==> src/rtl/mem_port_arbiter_if.sv <==
// mem_port_arbiter_if: pipeline IF/DM request ports plus unified Memory port bundle
interface mem_port_arbiter_if #(
  parameter int WORD_SIZE = 32,
  parameter int ADDRESS_SIZE = 32
);
  logic if_req;
  logic [ADDRESS_SIZE-1:0] if_addr;
  logic if_gnt;
  logic if_rvalid;
  logic [WORD_SIZE-1:0] if_rdata;
  logic dm_req;
  logic dm_we;
  logic [ADDRESS_SIZE-1:0] dm_addr;
  logic [WORD_SIZE-1:0] dm_wdata;
  logic dm_gnt;
  logic dm_rvalid;
  logic [WORD_SIZE-1:0] dm_rdata;
  logic [ADDRESS_SIZE-1:0] mem_addr;
  logic [WORD_SIZE-1:0] mem_wdata;
  logic mem_read;
  logic mem_write;
  logic [WORD_SIZE-1:0] mem_rdata;
  modport slave (
    input if_req, if_addr, dm_req, dm_we, dm_addr, dm_wdata, mem_rdata,
    output if_gnt, if_rvalid, if_rdata, dm_gnt, dm_rvalid, dm_rdata,
    output mem_addr, mem_wdata, mem_read, mem_write
  );
  modport master (
    output if_req, if_addr, dm_req, dm_we, dm_addr, dm_wdata, mem_rdata,
    input if_gnt, if_rvalid, if_rdata, dm_gnt, dm_rvalid, dm_rdata,
    input mem_addr, mem_wdata, mem_read, mem_write
  );
endinterface

==> src/rtl/mem_port_arbiter.sv <==
// mem_port_arbiter: shares one single-port Memory between IF and DM, DM priority with IF anti-starvation
module mem_port_arbiter #(
  parameter int WORD_SIZE = 32,
  parameter int ADDRESS_SIZE = 32,
  parameter int MAX_WAIT = 4
) (
  input logic clk,
  input logic rst_n,
  mem_port_arbiter_if.slave bus
);
  typedef enum logic [1:0] {IDLE, ISSUE, RESP} state_t;
  state_t state, next;
  logic cmd_we, cmd_if, if_win, dm_win;
  logic [3:0] wait_cnt;
  logic [ADDRESS_SIZE-1:0] addr_q;
  logic [WORD_SIZE-1:0] wdata_q, if_rdata_q, dm_rdata_q;
  always_comb begin
    if_win = state != ISSUE && bus.if_req && (!bus.dm_req || wait_cnt == 4'(MAX_WAIT));
    dm_win = state != ISSUE && bus.dm_req && !if_win;
    next = state == ISSUE ? (cmd_we ? IDLE : RESP) : (if_win || dm_win ? ISSUE : IDLE);
    bus.mem_addr = addr_q;
    bus.mem_wdata = wdata_q;
    bus.mem_read = state == ISSUE && !cmd_we;
    bus.mem_write = state == ISSUE && cmd_we;
    bus.if_gnt = state == ISSUE && cmd_if;
    bus.dm_gnt = state == ISSUE && !cmd_if;
    bus.if_rvalid = state == RESP && cmd_if;
    bus.dm_rvalid = state == RESP && !cmd_if;
    // Memory registers the word at the end of ISSUE, so it is forwarded in RESP and held afterwards
    bus.if_rdata = bus.if_rvalid ? bus.mem_rdata : if_rdata_q;
    bus.dm_rdata = bus.dm_rvalid ? bus.mem_rdata : dm_rdata_q;
  end
  always_ff @(posedge clk or negedge rst_n) begin
    if (!rst_n) begin
      state <= IDLE;
      wait_cnt <= '0;
      cmd_we <= 1'b0;
      cmd_if <= 1'b0;
      addr_q <= '0;
      wdata_q <= '0;
      if_rdata_q <= '0;
      dm_rdata_q <= '0;
    end else begin
      state <= next;
      if (if_win || dm_win) begin
        addr_q <= if_win ? bus.if_addr : bus.dm_addr;
        wdata_q <= if_win ? wdata_q : bus.dm_wdata;
        cmd_we <= dm_win && bus.dm_we;
        cmd_if <= if_win;
      end
      wait_cnt <= if_win ? 4'd0 :
                  (dm_win && bus.if_req && wait_cnt != 4'(MAX_WAIT)) ? wait_cnt + 4'd1 : wait_cnt;
      if (bus.if_rvalid) if_rdata_q <= bus.mem_rdata;
      if (bus.dm_rvalid) dm_rdata_q <= bus.mem_rdata;
    end
  end
endmodule

==> src/flat_wrapper.sv <==
// flat-port wrapper written by rule: the top's interface ports become plain ports
module mem_port_arbiter_flat 
#(
  parameter int WORD_SIZE = 32,
  parameter int ADDRESS_SIZE = 32,
  parameter int MAX_WAIT = 4
)
  (clk, rst_n, bus_if_req, bus_if_addr, bus_dm_req, bus_dm_we, bus_dm_addr, bus_dm_wdata, bus_mem_rdata, bus_if_gnt, bus_if_rvalid, bus_if_rdata, bus_dm_gnt, bus_dm_rvalid, bus_dm_rdata, bus_mem_addr, bus_mem_wdata, bus_mem_read, bus_mem_write);
  mem_port_arbiter_if #(.WORD_SIZE(WORD_SIZE), .ADDRESS_SIZE(ADDRESS_SIZE)) bus_i ();
  input logic clk;
  input logic rst_n;
  input wire logic [$bits(bus_i.if_req)-1:0] bus_if_req;
  input wire logic [$bits(bus_i.if_addr)-1:0] bus_if_addr;
  input wire logic [$bits(bus_i.dm_req)-1:0] bus_dm_req;
  input wire logic [$bits(bus_i.dm_we)-1:0] bus_dm_we;
  input wire logic [$bits(bus_i.dm_addr)-1:0] bus_dm_addr;
  input wire logic [$bits(bus_i.dm_wdata)-1:0] bus_dm_wdata;
  input wire logic [$bits(bus_i.mem_rdata)-1:0] bus_mem_rdata;
  output wire logic [$bits(bus_i.if_gnt)-1:0] bus_if_gnt;
  output wire logic [$bits(bus_i.if_rvalid)-1:0] bus_if_rvalid;
  output wire logic [$bits(bus_i.if_rdata)-1:0] bus_if_rdata;
  output wire logic [$bits(bus_i.dm_gnt)-1:0] bus_dm_gnt;
  output wire logic [$bits(bus_i.dm_rvalid)-1:0] bus_dm_rvalid;
  output wire logic [$bits(bus_i.dm_rdata)-1:0] bus_dm_rdata;
  output wire logic [$bits(bus_i.mem_addr)-1:0] bus_mem_addr;
  output wire logic [$bits(bus_i.mem_wdata)-1:0] bus_mem_wdata;
  output wire logic [$bits(bus_i.mem_read)-1:0] bus_mem_read;
  output wire logic [$bits(bus_i.mem_write)-1:0] bus_mem_write;
  assign bus_i.if_req = bus_if_req;
  assign bus_i.if_addr = bus_if_addr;
  assign bus_i.dm_req = bus_dm_req;
  assign bus_i.dm_we = bus_dm_we;
  assign bus_i.dm_addr = bus_dm_addr;
  assign bus_i.dm_wdata = bus_dm_wdata;
  assign bus_i.mem_rdata = bus_mem_rdata;
  assign bus_if_gnt = bus_i.if_gnt;
  assign bus_if_rvalid = bus_i.if_rvalid;
  assign bus_if_rdata = bus_i.if_rdata;
  assign bus_dm_gnt = bus_i.dm_gnt;
  assign bus_dm_rvalid = bus_i.dm_rvalid;
  assign bus_dm_rdata = bus_i.dm_rdata;
  assign bus_mem_addr = bus_i.mem_addr;
  assign bus_mem_wdata = bus_i.mem_wdata;
  assign bus_mem_read = bus_i.mem_read;
  assign bus_mem_write = bus_i.mem_write;
  mem_port_arbiter #(.WORD_SIZE(WORD_SIZE), .ADDRESS_SIZE(ADDRESS_SIZE), .MAX_WAIT(MAX_WAIT)) u_core (.clk(clk), .rst_n(rst_n), .bus(bus_i));
endmodule
==> config.mk <==
export PLATFORM = sky130hd
export DESIGN_NAME = mem_port_arbiter_flat
export DESIGN_NICKNAME = d
export VERILOG_FILES = /design/src/rtl/mem_port_arbiter_if.sv /design/src/rtl/mem_port_arbiter.sv /design/src/flat_wrapper.sv
export SDC_FILE = /design/constraint.sdc
export NUM_CORES = 1
export LEC_CHECK = 0
export CORE_MARGIN = 10
export CORE_UTILIZATION = 38
export DETAILED_ROUTE_END_ITERATION = 12
export MAX_ROUTING_LAYER = met4
export PLACE_DENSITY = 0.78
export SLEW_MARGIN = 20
export SYNTH_ARGS = -nofsm -noshare
export SYNTH_HDL_FRONTEND = slang
export SYNTH_SLANG_ARGS = --single-unit
export TNS_END_PERCENT = 5
==> constraint.sdc <==
create_clock -name clk -period 1.66 [get_ports clk]
set_input_delay 0.166 -clock clk [delete_from_list [all_inputs] [get_ports clk]]
set_output_delay 0.166 -clock clk [all_outputs]
set_load 0.02 [all_outputs]
==> impl_metrics.tcl <==
set metrics [dict create \
    cp.arrival_ns 1.89 \
    dp_slack_ns -0.332 \
    ff2ff_setup_slack_ns 0.07 \
    area_delta_synth_final_pct 66.0 \
    cts_tree "built" \
    io_buffers 266 \
    slowest_stage "dfrtp_1" \
    startpoint_type "flip-flop" \
    ir_worst_vdd_uv 1210 \
    vias_per_cell 4.93 \
    critPathMostFrequentCell "buf_4" \
    leakagePower_uw 0.00451 \
    finClkSkew_ns 0.0116 \
    cp_max_fo 15 \
    run_status "complete, but fails checks" \
    grt_max_degree 52 \
    cts.path.max_buffers 2 \
    drive_gt1_share_pct 33.0 \
    critPathCaptureType "output port" \
    p_per_area_nw_per_um2 2110 \
    wire_per_inst_um 20.8 \
    cts_buffers 17 \
    critical_path_buf_inv_count 3 \
    nets 852 \
    yosysWarningCount 0 \
    grt_first_pass_wirelength_mm 29.4 \
    drv_slew 0 \
    synth_cell_types 32 \
    maxSlewHeadroom_pct 71.3 \
    drc_errors 0 \
    synth_nets 562 \
    nFillCells 1153 \
    die_h_um 143 \
    cts.htree.levels 4 \
    drt_iter0_drc 208 \
    synth_top_family_by_area "multiplexers" \
    die-area_um2 20600 \
    first_global_vias 5148 \
    clockRootBuffer "clkbuf_16" \
    finalHoldViolations 0 \
    critPathTopFamily "buffers and inverters" \
    max_slew.worst_pin.slew_ns 0.431 \
    synth_edf_count 0 \
    fp.dieW_um 143 \
    critical_path_class "flip-flop to output port" \
    ys.flop_type "dfrtp_1" \
    period_share_pct 124 \
    initial_core_util_pct 38.5 \
    final_cells 919 \
    rr_endpoint "u_core.bus.mem_wdata[18]" \
    synth-xor-area-share_pct 0 \
    synth_area_um2 5780 \
    track_usage_pct 18.9 \
    dp_hpwl_mm 14.0 \
    violations "setup timing" \
    path_clk_slew_ns 0.06 \
    finalSetupViolCount 67 \
    period_minus_slack_ns 2.05 \
    synth_compound_area_share_pct 6.21 \
    reg2reg_depth 6 \
    syn_area_per_cell_um2 13.5 \
    vias 4533 \
    hp-class "primary input to async pin" \
    reg2reg_from "u_core.wait_cnt[0]" \
    worstPathRequired_ns 1.49 \
    place_inst 878 \
    wl_mm 19.1 \
    worstSkewPairLatency_ns 0.42 \
    rows 45 \
    final_common_cell "clkdlybuf4s50_1" \
    yosysTopAreaCellShare_pct 58.8 \
    core_um2 15000 \
    gp_congestion 0.811 \
    seq_area_frac_synth_pct 58.8 \
    synthAdderAreaFrac_pct 0.433 \
    fin_tns_setup_ns -21.15 \
    synthCells 427 \
    yosys.area.top_type "dfrtp_1" \
    fmaxAchievable_ghz 0.487 \
    async_flop_share_pct 100 \
    io_pins 267 \
    crit_path_cell_trace "nor3b_4 > buf_4 > buf_12 > mux2_2 > buf_4" \
    synthMuxAreaShare_pct 20.7 \
    antenna_found_initial 0 \
    clock_sinks 136 \
    first_pass_iters 4 \
    worst_slack_ns -0.392 \
    synth-seq-cells 136 \
    mostFrequentLayoutCells "195 x clkdlybuf4s50_1, 136 x dfrtp_1, 70 x inv_1, 58 x mux2_4, 40 x buf_4" \
    grt.overflow.total 0 \
    cap_violations 0 \
    ant_nets 0 \
    rsz0062_at_grt "true" \
    synthSimpleGateAreaFrac_pct 6.04 \
    crit_start "u_core.state[1]" \
    synth.top_cells.by_area "dfrtp_1 59%, mux2_2 13%, mux2_4 7.5%" \
    slowest_delay_ns 0.41 \
]
metal layers:
metal  GRT usage [%]  part of all wire [%]  up-vias
met5               -                     0        -
li1                -                     -     2083
met2            32.4                    54      163
met4            5.27                   1.1        0
met1            21.1                    39     2269
met3            5.71                   5.6       18
layout make-up:
class / count / area, um^2 / area share (%)
antenna: 1 / 2.50 / 0.0261
clock buffer: 17 / 425 / 4.43
clock inverter: 15 / 165 / 1.72
inverter: 71 / 267 / 2.78
multi-input combinational: 191 / 2080 / 21.7
sequential: 136 / 3400 / 35.4
tap: 188 / 235 / 2.45
timing repair buffer: 300 / 3020 / 31.5
Yosys cell counts (2+ instances only):
cell type and n:
buf_2 10, buf_4 4, buf_6 6, clkbuf_1 9
dfrtp_1 136, ha_1 2, inv_1 71, mux2_2 67
mux2_4 29, nand2b_1 3, nand4_1 33, nor2_1 4
o221ai_1 32, o2bb2ai_1 2, o311ai_0 2
cells by family after synthesis:
group	Yosys count
and+or+nand+nor	50
AOI/OAI and AO/OA	42
muxes	97
DFF	136
adders and majority gates	2
buffers and inverters	100
metrics by stage:
stage / hold slack [ns] / total power (uW) / util (%) / cell area [um^2]
4_1_cts: 0.242 / 20300 / 63.6 / 9560
2_1_floorplan: -0.130 / 11000 / - / 5780
6_report: 0.255 / 20200 / 63.9 / 9600
5_1_grt: 0.279 / 21200 / 63.8 / 9600
3_5_place_dp: 0.119 / 16100 / 58.6 / 8810
3_3_place_gp: 0.119 / 15800 / 58.6 / 8810
how the worst max path moves through the flow:
stage / slack (ns) / cells past startpoint / end
2_1_floorplan: 0.10 / 6 / u_core.bus.mem_wdata[10]
3_3_place_gp: -0.32 / 4 / bus_dm_rdata[19]
3_5_place_dp: -0.33 / 4 / bus_dm_rdata[10]
4_1_cts: -0.41 / 5 / bus_dm_rdata[21]
5_1_grt: -0.47 / 5 / bus_dm_rdata[21]
6_report: -0.39 / 5 / bus_dm_rdata[20]
flip-flops by register name, summed over array words and instances (netlist names):
register / cells
u_core.state: 2
u_core.if_rdata_q: 32
u_core.wait_cnt: 4
u_core.bus.mem_wdata: 32
u_core.cmd_if: 1
u_core.bus.mem_addr: 32
u_core.cmd_we: 1
u_core.dm_rdata_q: 32
timing repair:
action	CTS	global route
pin swaps	1	2
setup buffers	4	0
endpoints found under the hold margin	41	0
resized for setup	380	19
setup endpoints to repair	100	100
cloned	3	0
hold buffers	1	0
power by group:
part           switching [uW]  total [uW]  internal [uW]
sequential                758        5720           4960
combinational            5280       10700           5450
clock                    1530        3770           2240
(Power assumes the default switching activity.)
